### src/rtl/decimal_to_seven_segment.sv
// decimal_to_seven_segment
// Converts an 8-bit binary value (0..99) into tens/units digits and drives two
// registered 7-segment patterns, bit order {a,b,c,d,e,f,g}. Values >= 100
// show a dash on both displays and raise Overflow.
// Optional macro DEC2SEG_LZB_EN: blank the left display when the tens digit is 0.
// SEG_ACTIVE_LOW = 1 inverts every segment bit after encoding, reset included.
module decimal_to_seven_segment #(
    parameter bit SEG_ACTIVE_LOW = 1'b0
) (
    input  logic       clk,
    input  logic       rst_n,
    input  logic [7:0] Decimal,
    output logic [6:0] SevenSegment_L,
    output logic [6:0] SevenSegment_R,
    output logic       Overflow
);

    localparam logic [6:0] SEG_BLANK = 7'b0000000;
    localparam logic [6:0] SEG_DASH  = 7'b0000001;
    localparam logic [6:0] SEG_INV   = {7{SEG_ACTIVE_LOW}};

    // Active-high segment pattern for one decimal digit.
    function automatic logic [6:0] encode_digit(input logic [3:0] digit);
        case (digit)
            4'd0:    encode_digit = 7'b1111110;
            4'd1:    encode_digit = 7'b0110000;
            4'd2:    encode_digit = 7'b1101101;
            4'd3:    encode_digit = 7'b1111001;
            4'd4:    encode_digit = 7'b0110011;
            4'd5:    encode_digit = 7'b1011011;
            4'd6:    encode_digit = 7'b1011111;
            4'd7:    encode_digit = 7'b1110000;
            4'd8:    encode_digit = 7'b1111111;
            4'd9:    encode_digit = 7'b1111011;
            default: encode_digit = SEG_BLANK;
        endcase
    endfunction

    logic [11:0] bcd;
    logic [3:0]  hundreds;
    logic [3:0]  tens;
    logic [3:0]  units;
    logic        out_of_range;
    logic [6:0]  seg_l_next;
    logic [6:0]  seg_r_next;

    // Double dabble: shift the binary value in MSB first, adding 3 to any
    // BCD digit that is 5 or more before each shift.
    always_comb begin
        bcd = '0;
        for (int i = 7; i >= 0; i--) begin
            if (bcd[3:0]  >= 4'd5) bcd[3:0]  = bcd[3:0]  + 4'd3;
            if (bcd[7:4]  >= 4'd5) bcd[7:4]  = bcd[7:4]  + 4'd3;
            if (bcd[11:8] >= 4'd5) bcd[11:8] = bcd[11:8] + 4'd3;
            bcd = {bcd[10:0], Decimal[i]};
        end
    end

    assign hundreds     = bcd[11:8];
    assign tens         = bcd[7:4];
    assign units        = bcd[3:0];
    // The hundreds digit exists only to flag out-of-range inputs.
    assign out_of_range = (hundreds != 4'd0);

    // Select the next segment patterns: dash on overflow, digits otherwise.
    // NOTE: every combinational output gets a default first so no path can
    // leave it unassigned and infer a latch.
    always_comb begin
        seg_l_next = SEG_DASH;
        seg_r_next = SEG_DASH;
        if (!out_of_range) begin
            seg_r_next = encode_digit(units);
`ifdef DEC2SEG_LZB_EN
            seg_l_next = (tens == 4'd0) ? SEG_BLANK : encode_digit(tens);
`else
            seg_l_next = encode_digit(tens);
`endif
        end
    end

    // Output register; polarity is applied here so the reset code is
    // inverted together with every other pattern.
    // NOTE: sequential state uses non-blocking assignments so all registers
    // update from values sampled at the same edge.
    always_ff @(posedge clk or negedge rst_n) begin
        if (!rst_n) begin
            SevenSegment_L <= SEG_BLANK ^ SEG_INV;
            SevenSegment_R <= SEG_BLANK ^ SEG_INV;
            Overflow       <= 1'b0;
        end else begin
            SevenSegment_L <= seg_l_next ^ SEG_INV;
            SevenSegment_R <= seg_r_next ^ SEG_INV;
            Overflow       <= out_of_range;
        end
    end

endmodule

### config.mk
export PLATFORM = sky130hd
export DESIGN_NAME = decimal_to_seven_segment
export DESIGN_NICKNAME = d
export VERILOG_FILES = /design/src/rtl/decimal_to_seven_segment.sv
export SDC_FILE = /design/constraint.sdc
export NUM_CORES = 1
export LEC_CHECK = 0
export BUFFER_PORTS_ARGS = -buffer_cell sky130_fd_sc_hd__buf_4
export CORE_MARGIN = 2
export CORE_UTILIZATION = 35
export DETAILED_ROUTE_END_ITERATION = 8
export HOLD_SLACK_MARGIN = 0.12
export PLACE_DENSITY = 0.57
export SLEW_MARGIN = 20
export SYNTH_ARGS = -nofsm -noshare
export SYNTH_HDL_FRONTEND = slang
export SYNTH_SLANG_ARGS = --single-unit
### constraint.sdc
create_clock -name clk -period 0.8 [get_ports clk]
set_input_delay 0.08 -clock clk [delete_from_list [all_inputs] [get_ports clk]]
set_output_delay 0.08 -clock clk [all_outputs]
set_load 0.01 [all_outputs]
==> impl_metrics.toml <==
[outcome]
status = "finished with violations"
violations = "negative setup slack"

[power]
total_power_mw = 10.5
power.leakage_nw = 1.65
vdd.ir_drop.worst_uv = 1760
power.density_nw_per_um2 = 2960

[clocking]
root_buffer = "clkbuf_8"
htreeDepth = 1
cts_tree = "done"
numCtsBuffers = 3
clock_path_buffers = 2
clkTransAtPathRegs_ns = 0.06
clkSinkCount = 15

[floorplanning]
start_util = 0.362
rows = 26
die_h_microns = 76.7
dieWidth_microns = 76.7
ios = 25
die_area_sq_um = 5880
core_area_sq_um = 5110

[drt]
via_per_inst = 4.99
drc = 0
first_pass_iters = 4
drt_iter0_markers = 63
wl_per_cell_microns = 13.2
wirelength_microns = 5410
ant_nets = 0
via_count = 2047

[final_layout]
fin_cells = 410
antennaDiodeCount = 0
final_common_cell = "buf_4"
fill_cells = 407
area_growth_pct = 91.7
fin_nets = 373
layout_common_cells = "buf_4, buf_6, inv_1"
drive_gt1_frac = 0.635

[logic_synthesis]
yosys_warnings = 0
synth_fp_nets = 245
async_flop_share = 1.00
synth-edff-count = 0
yosysSeqAreaShare = 0.203
syn_avg_cell_area_sq_um = 8.68
yosys.cell_types.count = 65
synth_cells = 213
syn_area_sq_um = 1850
ys_seq_elements = 15
synth_ff_type = "dfrtp_1"

[sta]
fmax_mhz = 213
post-route-period-util = 5.86
rsz0062_at_grt = "yes"
layout_setup_ws_ns = -3.88
worst_pin_slew_ns = 0.487
slew_violations = 0
finalCriticalPeriod_ns = 4.68
finalHoldViolations = 0
fin_hold_ws_ns = 0.236
slew_headroom = 0.674
finalSetupViolations = 30

[worst_setup_path]
cp-end-kind = "flip-flop"
crit_path_top_delay_cell = "or3b_4"
crit_type = "in2reg"
crit_family = "simple AND/OR/NAND/NOR gates"
cp-start-kind = "input port"
crit_buf_inv = 5
arrival_ns = 4.86
path_max_fanout = 4
max_stage_delay_ns = 0.37
cp.required_ns = 0.97

[hold_path]
hold_path.class = "in2async"

[global_route]
use_met3 = 0.0306
grt_max_degree = 16
grt_pass1_vias = 2051
grt_pass1_wl_microns = 9070
met2_usage = 0.327
met1_usage = 0.242
antenna_found_initial = 0
grt_overflow = 0
grt_use_total = 0.184
grt-busiest-layer = "met2"

[place]
dp_hpwl_microns = 3910
placed_cells = 380
io_buffers = 24
gp_congestion = 0.874

[run]
cap_violations = 0
cell families after synthesis:
group / count (synthesis) / share of synthesized area
adders and majority gates: 22 / 0.149
xor gates and xnor gates: 5 / 0.0311
buffers and inverters: 28 / 0.0616
muxes: 10 / 0.0589
DFF: 15 / 0.203
and+or+nand+nor: 59 / 0.195
AOI/OAI and AO/OA: 74 / 0.302
state kept, by name, indices dropped and copies added, names as in the netlist:
register        flops
Overflow            1
SevenSegment_R      7
SevenSegment_L      7
synth_stat cells, types with 2 or more instances:
master,count,share of area
o32ai_2,2,0.018
dfrtp_1,15,0.20
a21o_1,4,0.016
o211ai_1,3,0.012
nor2b_1,5,0.017
o2bb2ai_1,2,0.0095
mux2_2,3,0.018
nand2b_1,5,0.017
nor4_2,2,0.014
o211a_1,3,0.016
a21oi_1,20,0.054
o2111ai_1,3,0.014
nor2_1,17,0.035
ha_1,22,0.15
a211oi_1,2,0.0081
o21ai_0,10,0.027
nand2_1,9,0.018
or2_2,2,0.0068
o21a_1,4,0.016
and2_1,3,0.010
a311oi_1,2,0.0095
mux2i_1,6,0.032
a31oi_1,2,0.0068
inv_1,23,0.047
xnor2_1,4,0.019
stage by stage:
step / area [sq um] / worst slack (ns) / util / setup TNS (ns)
2_1_floorplan: 2130 / -4.31 / - / -62.48
3_3_place_gp: 2950 / -4.22 / 0.578 / -61.47
3_5_place_dp: 2950 / -4.36 / 0.578 / -63.33
4_1_cts: 3340 / -3.93 / 0.654 / -57.49
5_1_grt: 3550 / -4.11 / 0.694 / -60.08
6_report: 3550 / -3.88 / 0.694 / -56.68
repair_timing:
item | CTS | global route
buffers inserted | 15 | 10
pin swaps | 28 | 18
endpoints found under the hold margin | 15 | 0
setup endpoints to repair | 30 | 30
hold buffers | 1 | 0
resized for setup | 47 | 29
final cells by class:
class                   count  area, sq um  area share
clock buffers               4         45.0      0.0127
inverters                  24          111      0.0314
multi-input cells         170         1860       0.525
flip-flops and latches     15          375       0.106
well taps                  70         87.6      0.0247
repair buffers            127         1070       0.301
metal layers:
layer | share of wire | routed length [microns] | vias to the layer above
li1 | - | - | 1039
met5 | 0 | 0 | -
met3 | 0.020 | 107 | 5
met2 | 0.52 | 2800 | 19
met1 | 0.46 | 2480 | 984
met4 | 0.0043 | 23 | 0
worst paths after layout:
path                       startpoint                 to  slack (ns)  cells past startpoint
max in group asynchronous       rst_n  SevenSegment_L[1]        0.38                      2
hold / removal                  rst_n  SevenSegment_R[5]        0.24                      2
setup / recovery           Decimal[6]  SevenSegment_R[1]       -3.88                     30
min in group clk           Decimal[0]  SevenSegment_R[1]        0.24                      4
power breakdown:
part / internal [mW] / switching [mW]
Clock: 0.352 / 0.250
Combinational: 4.76 / 3.80
Sequential: 1.15 / 0.172
Total: 6.26 / 4.22
Note: power is estimated with default switching activity, not from simulation.
